[src/rtl/rng_sched.sv]
// rng_sched: round-robin scheduler sharing one 16-bit Fibonacci LFSR among
// NREQ requesters. Owns seeding and warm-up of the generator; each grant
// delivers the current LFSR word and steps the LFSR once.
// Optional feature: define RNG_SCHED_RESEED_EN to add the seed_load port,
// which reloads the LFSR and restarts warm-up without a full reset.
module rng_sched #(
    parameter int NREQ   = 4,   // number of requesters, 2..16
    parameter int WARMUP = 16   // free-running LFSR steps after seeding, 0..255
) (
    input  logic            clk,
    input  logic            resetn,
    input  logic [15:0]     seed,
`ifdef RNG_SCHED_RESEED_EN
    input  logic            seed_load,
`endif
    input  logic [NREQ-1:0] req,
    output logic [NREQ-1:0] gnt,
    output logic [15:0]     rnd,
    output logic            rnd_valid,
    output logic            ready
);

    localparam int PW = $clog2(NREQ);
    localparam int IW = PW + 1;

    typedef enum logic {
        ST_WARM,
        ST_RUN
    } state_t;

    // With no warm-up the block comes out of reset already serving.
    localparam state_t     RESET_STATE = (WARMUP == 0) ? ST_RUN : ST_WARM;
    localparam logic [7:0] WARM_LAST   = (WARMUP == 0) ? 8'd0 : 8'(WARMUP - 1);

    // One Fibonacci step, taps 15/12/5/0.
    function automatic logic [15:0] lfsr_next(input logic [15:0] s);
        return {s[14:0], s[15] ^ s[12] ^ s[5] ^ s[0]};
    endfunction

    // The all-zero state never leaves zero, so it is replaced on load.
    function automatic logic [15:0] seed_fix(input logic [15:0] s);
        return (s == 16'h0000) ? 16'hACE1 : s;
    endfunction

    state_t          r_state;
    logic [15:0]     r_lfsr;
    logic [7:0]      r_warm_cnt;
    logic [PW-1:0]   r_ptr;
    logic [NREQ-1:0] r_gnt;
    logic [15:0]     r_rnd;
    logic            r_rnd_valid;

    logic            w_win;
    logic [PW-1:0]   w_win_idx;
    logic [PW-1:0]   w_ptr_next;
    logic [IW-1:0]   w_idx;
    logic [NREQ-1:0] w_gnt;

    // Round-robin search: first requesting index at or after r_ptr, wrapping.
    always_comb begin
        // NOTE: every variable gets a default before any conditional write, so no latch is inferred.
        w_win     = 1'b0;
        w_win_idx = '0;
        w_idx     = '0;
        for (int i = 0; i < NREQ; i++) begin
            w_idx = IW'(r_ptr) + IW'(i);
            if (w_idx >= IW'(NREQ)) begin
                w_idx = w_idx - IW'(NREQ);
            end
            if (!w_win && req[w_idx[PW-1:0]]) begin
                w_win     = 1'b1;
                w_win_idx = w_idx[PW-1:0];
            end
        end
    end

    // Grant vector and pointer advance derived from the winner.
    always_comb begin
        w_gnt      = '0;
        w_gnt[w_win_idx] = w_win;
        w_ptr_next = (w_win_idx == PW'(NREQ - 1)) ? '0 : w_win_idx + PW'(1);
    end

    // State machine, LFSR, pointer and registered outputs.
    always_ff @(posedge clk) begin
        // NOTE: sequential state uses non-blocking assignments so every register samples pre-edge values.
        if (!resetn) begin
            r_state     <= RESET_STATE;
            r_lfsr      <= seed_fix(seed);
            r_warm_cnt  <= '0;
            r_ptr       <= '0;
            r_gnt       <= '0;
            r_rnd       <= '0;
            r_rnd_valid <= 1'b0;
        end
`ifdef RNG_SCHED_RESEED_EN
        else if (seed_load) begin
            // Reseed wins over arbitration; the pointer survives so fairness carries over.
            r_state     <= RESET_STATE;
            r_lfsr      <= seed_fix(seed);
            r_warm_cnt  <= '0;
            r_gnt       <= '0;
            r_rnd_valid <= 1'b0;
        end
`endif
        else begin
            case (r_state)
                ST_WARM: begin
                    r_lfsr      <= lfsr_next(r_lfsr);
                    r_gnt       <= '0;
                    r_rnd_valid <= 1'b0;
                    if (r_warm_cnt == WARM_LAST) begin
                        r_state    <= ST_RUN;
                        r_warm_cnt <= '0;
                    end else begin
                        r_warm_cnt <= r_warm_cnt + 8'd1;
                    end
                end
                ST_RUN: begin
                    if (w_win) begin
                        r_gnt       <= w_gnt;
                        r_rnd       <= r_lfsr;
                        r_rnd_valid <= 1'b1;
                        r_lfsr      <= lfsr_next(r_lfsr);
                        r_ptr       <= w_ptr_next;
                    end else begin
                        r_gnt       <= '0;
                        r_rnd_valid <= 1'b0;
                    end
                end
                default: begin
                    r_state <= RESET_STATE;
                end
            endcase
        end
    end

    assign gnt       = r_gnt;
    assign rnd       = r_rnd;
    assign rnd_valid = r_rnd_valid;
    assign ready     = (r_state == ST_RUN);

endmodule
[config.mk]
export PLATFORM = sky130hd
export DESIGN_NAME = rng_sched
export DESIGN_NICKNAME = d
export VERILOG_FILES = /design/src/rtl/rng_sched.sv
export SDC_FILE = /design/constraint.sdc
export NUM_CORES = 1
export LEC_CHECK = 0
export CAP_MARGIN = 20
export CORE_MARGIN = 1
export CORE_UTILIZATION = 50
export DETAILED_ROUTE_END_ITERATION = 16
export PLACE_DENSITY = 0.78
export SYNTH_ARGS = -nofsm -noshare
export SYNTH_HDL_FRONTEND = slang
export SYNTH_SLANG_ARGS = --single-unit
[constraint.sdc]
create_clock -name clk -period 2.19 [get_ports clk]
set_input_delay 0.438 -clock clk [delete_from_list [all_inputs] [get_ports clk]]
set_output_delay 0.438 -clock clk [all_outputs]
set_load 0.02 [all_outputs]
* Word level (Yosys, flattened, before mapping) *
Index checks and enable logic that the tools add are counted.

operators by class
  mux-type cells = 34
  add/subtract/negate cells = 9
  equality and inequality tests = 3
  reduce and logical (&&, ||, !) cells = 9
  bitwise gates (word level) = 5
  order comparisons = 10

operators by type and width
  cell                                                               count
  two-way mux 16 bit                                                 3
  one-hot mux 16 bit (2 select lines)                                1
  two-way mux 2 bit                                                  9
  zero test 16 bit                                                   1
  < comparator 2 x 3 -> 1 bit, second input constant                 5
  two-way mux 1 bit                                                  12
  greater-or-equal comparator 3 bit, second input constant           3
  adder 8 x 1 -> 8 bit, second input constant                        1
  binary-select mux 1 bit (select 2 bit)                             4
  equality test 8 x 4 -> 1 bit, second input constant                1
  two-way mux 8 bit                                                  1
  one-hot mux 4 bit (2 select lines)                                 1
  subtractor 2 x 1 -> 2 bit, second input constant                   4
  adder 2 x 2 -> 3 bit, second input constant                        2
  bitwise AND 4 bit                                                  1
  logical AND 1 bit                                                  4
  two-way mux 4 bit                                                  1
  adder 2 x 1 -> 3 bit, second input constant                        1
  greater-or-equal comparator 2 x 3 -> 1 bit, second input constant  1
  zero test 1 bit                                                    3
  != test 3 x 2 -> 1 bit, second input constant                      1
  XOR 1 bit                                                          3
  adder 2 x 1 -> 2 bit, second input constant                        1
  demux 1 bit (select 2 bit)                                         1
  other kinds (5)                                                    5

storage, ports and cells
  bits in registers = 48
  logic and storage cells = 77
  bits of input ports = 22
  output and inout port bits = 22

* Longest topological paths before layout *
  depth in word-level cells = 21
  depth in mapped cells = 6
  depth with buffers taken out = 6

* Worst setup path before layout *
OpenSTA, ideal clock, no wires.

  path type = input port to flip-flop
  start = in resetn
  end = reg r_lfsr[0] (enable)
  path buffers = 2
  stages on the path = 3
  arrival time = 1,489 ps
  library setup time = 417 ps
  setup slack = 284 ps
  data required time = 1,773 ps
  cells stage by stage = clkbuf_1 clkbuf_1 nand3_1

between the ends
  longest elaborated chain between the ends = 1

ends and longest elaborated chain
  item                                     RTL line  text
  start, declared                          11        input logic resetn,
  != test 3 x 2 -> 1 bit (no source line)  n/a
  end signal, assigned                     89        r_lfsr <= seed_fix(seed);
  end signal, assigned                     109       r_lfsr <= lfsr_next(r_lfsr);
  end signal, assigned                     124       r_lfsr <= lfsr_next(r_lfsr);
  end, declared                            46        logic [15:0] r_lfsr;

Every way passes these cells.
A chain may end at the register's enable or synchronous reset.

* Worst setup path in the final report *
  start = reg r_state (netlist: ready)
  end = out ready

RTL lines
  item                    RTL line  text
  start, declared         45        state_t r_state;
  start signal, assigned  88        r_state <= RESET_STATE;
  start signal, assigned  113       r_state <= ST_RUN;
  start signal, assigned  132       r_state <= RESET_STATE;
  end, declared           20        output logic ready

No word-level cell between the ends.

==> results.md <==
* RePlAce Congestion at approximately 0.78
* CTS buffer count at 5
* Die Ht at around 67 microns
* Main synth FF type: dfxtp_1
* Die area at about 4500 sq um
* Fraction of registers with async set/reset at 0%
* Crit path max fanout at 12
* Antenna Violating Nets Remaining at 0
* Critical path startpoint category: flip-flop
* Top cell type's share of synthesized area at 30.39%
* Met1 Use GR at 23.56%
* H-tree depth at 2
* Syn. warnings at 0
* Fin crit period at ~2 ns
* Area occupied by multi-input gates at just under 900 sq um
* Slowest cell on crit path: clkdlybuf4s50_1
* CP peak stage delay at 0.68 ns
* Worst path cell trace: clkdlybuf4s50_1
* Fin. max-slew vios at 0
* Overflow after GRT at 0
* Max Clk Rate at between 500 and 600 MHz
* Crit Path Category: reg -> out
* Hold_ws at roughly 0.46 ns
* First-pass GRT wire length at ~6500 microns
* Count of distinct cell types in the synthesized netlist at 34
* Psw at between 0.0003 and 0.0004 W
* Die W at approximately 67 microns
* Register area at 1121 sq um
* Gr busiest metal: met2
* Fin area at ~2700 sq um
* Core area at between 4000 and 5000 sq um
* Total of max-cap violations at 0
* Cell taking the most area after synthesis: dfxtp_1
* Worst-margin pin slew at between 0.3 and 0.4 ns
* CP delay by family, top: buffers and inverters
* GRT met2 Usage at approximately 34%
* Clk pwr share at 31.9%
* Vias at roughly 1600
* RSZ-0062 raised after global routing: no
* Final Hold Fails at 0
* Worst-Skew Late Latency at 0.30 ns
* Drt wl/cell at between 10 and 15 microns
* Ports at 44
* Total GRT Usage at approximately a fifth
* Arrival @ worst endpoint at 1.55 ns
* Post-DR vias/cell at about 5.1
* Post-Syn Instances at 210
* Starting Density at a little over half
* Clk root buf: clkbuf_8
* Internal power at about 0.0013 W
* Sw Ratio at around 23%
* Layout cells sized above 1 at 10.77%
* Vias in the first global route at 1452
* Combinational share of power at 9.4%
* Syn nets at approximately 240
* Most frequent cell after synthesis: nand2_1
* Total buffers and inverters traversed by the critical path at 1
* Fill cells at roughly 340
* Dpl cell area at around 2600 sq um
* Setup crit end kind: primary output
* Post-cts resize count at 0
* Post-synth EDFFs at 16
* CTS tree: yes
* Count of input and output buffers at 43
* CP required at between 1.5 and 2 ns
* Register area share after synthesis at a little over half
* Met3 usage at between 5 and 6%
* CTS sink cnt at 48
* Iteration-0 DRC Markers at 84
* Post-CTS setup buffers at 0
* WL final at around 4000 microns
* Layout Area Growth over Synthesis at 27.60%
* Static leakage at around 0.99 nW
* Synth top area cells: dfxtp_1 (30%), edfxtp_1 (23%), nand2_1 (6.8%), a21boi_0 (6.4%), mux2_2 (4.3%)
* Ant diodes at 0
* Final net count at approximately 290
* Detail Placement HPWL at between 2000 and 3000 microns
* CTS Hold Bufs at 0
* CTS Buffer Depth at 2
* Reg clk slew, reported paths at around 0.08 ns
* Pwr dens at ~630 nW/um^2
* Worst Skew at about 0.010 ns
* Min-Delay Path Class: reg -> reg
* Syn Area/Cell at approximately 10 sq um
* Post-synth top cells: nand2_1 (38), dfxtp_1 (32), a21boi_0 (18)
* Post-Syn Area at 2108 sq um
* Largest net degree at the start of global routing at 20
* Drt drc at 0
* Max-slew headroom at the worst pin at roughly 73%
* Peak VDD IR at roughly 0.33 mV
* Period utilization at 90.68%
* Row cnt at 23
* Finish-stage setup viols at 0
* Initial antenna violation count at 0
* Yosys reg bits at 48
* DRT Pass-1 Iters at 4
* Status: complete, no violations
* Sequential share of power at about three fifths
-- power groups by stage --
| stage | Sequential (W) | Clock [W] | Combinational (W) |
|---|---|---|---|
| floorplan | 0.00100 | 0 | 0.0000864 |
| global placement | 0.00101 | 0 | 0.000154 |
| detailed placement | 0.00101 | 0 | 0.000158 |
| CTS | 0.000992 | 0.000554 | 0.000160 |
| global route | 0.000997 | 0.000582 | 0.000175 |
| finish | 0.000993 | 0.000539 | 0.000159 |
-- registers in the layout, summed over array words and instances (netlist names) --
signal	count
gnt	4
r_lfsr	16
r_ptr	2
r_warm_cnt	8
ready	1
rnd	16
rnd_valid	1
-- metrics by stage --
step	setup TNS, ns	setup slack (ns)	utilization, %	cells	total power, W
2_1_floorplan	0	0.2836	-	210	0.001090
3_3_place_gp	0	0.03679	64.47	302	0.001165
3_5_place_dp	-0.0005851	-0.0005851	64.47	302	0.001171
4_1_cts	0	0.1871	66.77	310	0.001705
5_1_grt	0	0.1288	66.77	310	0.001754
6_report	0	0.2041	66.77	310	0.001691
-- layout make-up --
type                            instances  share of cell area (%)
Sequential cell                        48                   41.67
Inverter                               10                   1.395
Clock buffer                            6                   3.070
Timing Repair Buffer                   50                   17.95
Multi-Input combinational cell        144                   33.21
Clock inverter                          2                  0.3721
Tap cell                               50                   2.326
-- cells by family (layout without fill, tap and decap cells) --
group / Yosys count / in the layout / share of synthesized area [%]
buf+inv: 18 / 68 / 4.451
fa+ha+maj: 5 / 5 / 2.967
xor+xnor: 9 / 9 / 3.739
simple gates: 84 / 84 / 18.93
mux: 10 / 10 / 5.223
flops: 48 / 48 / 53.17
compound gates: 36 / 36 / 11.51
-- per-layer routing --
layer | vias up | part of all wire, % | routed length [microns]
li1 | 812 | - | -
met1 | 741 | 46 | 1848
met2 | 24 | 50 | 2021
met3 | 6 | 2.9 | 116
met4 | 0 | 1.5 | 61
met5 | - | 0 | 0
-- cell usage in the layout (no fill, tap or decap), drive strengths merged --
cell type,Yosys,final
nor3,2,2
o21ai,2,2
buf,3,7
nor2,16,16
edfxtp,16,16
nor4,7,7
mux2,8,8
mux2i,2,2
a21boi,18,18
ha,5,5
clkinv,0,2
dfxtp,32,32
nand2,39,39
xor2,6,6
nor2b,2,2
clkbuf,5,6
inv,10,10
and3,2,2
xnor2,3,3
a21oi,12,12
o22a,1,1
or3,1,1
and2,6,6
nand3,3,3
nand4b,2,2
clkdlybuf4s50,0,43
a41o,1,1
o21a,2,2
nand2b,2,2
or4,2,2
-- worst paths after layout --
check / start / endpoint / slack (ns) / cells after the start
hold / removal: rnd[14] / rnd[14] / 0.46 / 2
setup reg to reg: r_ptr[1] / r_ptr[1] / 0.48 / 7
hold reg to reg: rnd[14] / rnd[14] / 0.46 / 2
setup / recovery: ready / ready / 0.20 / 1
Note: power is estimated with default switching activity, not from simulation.
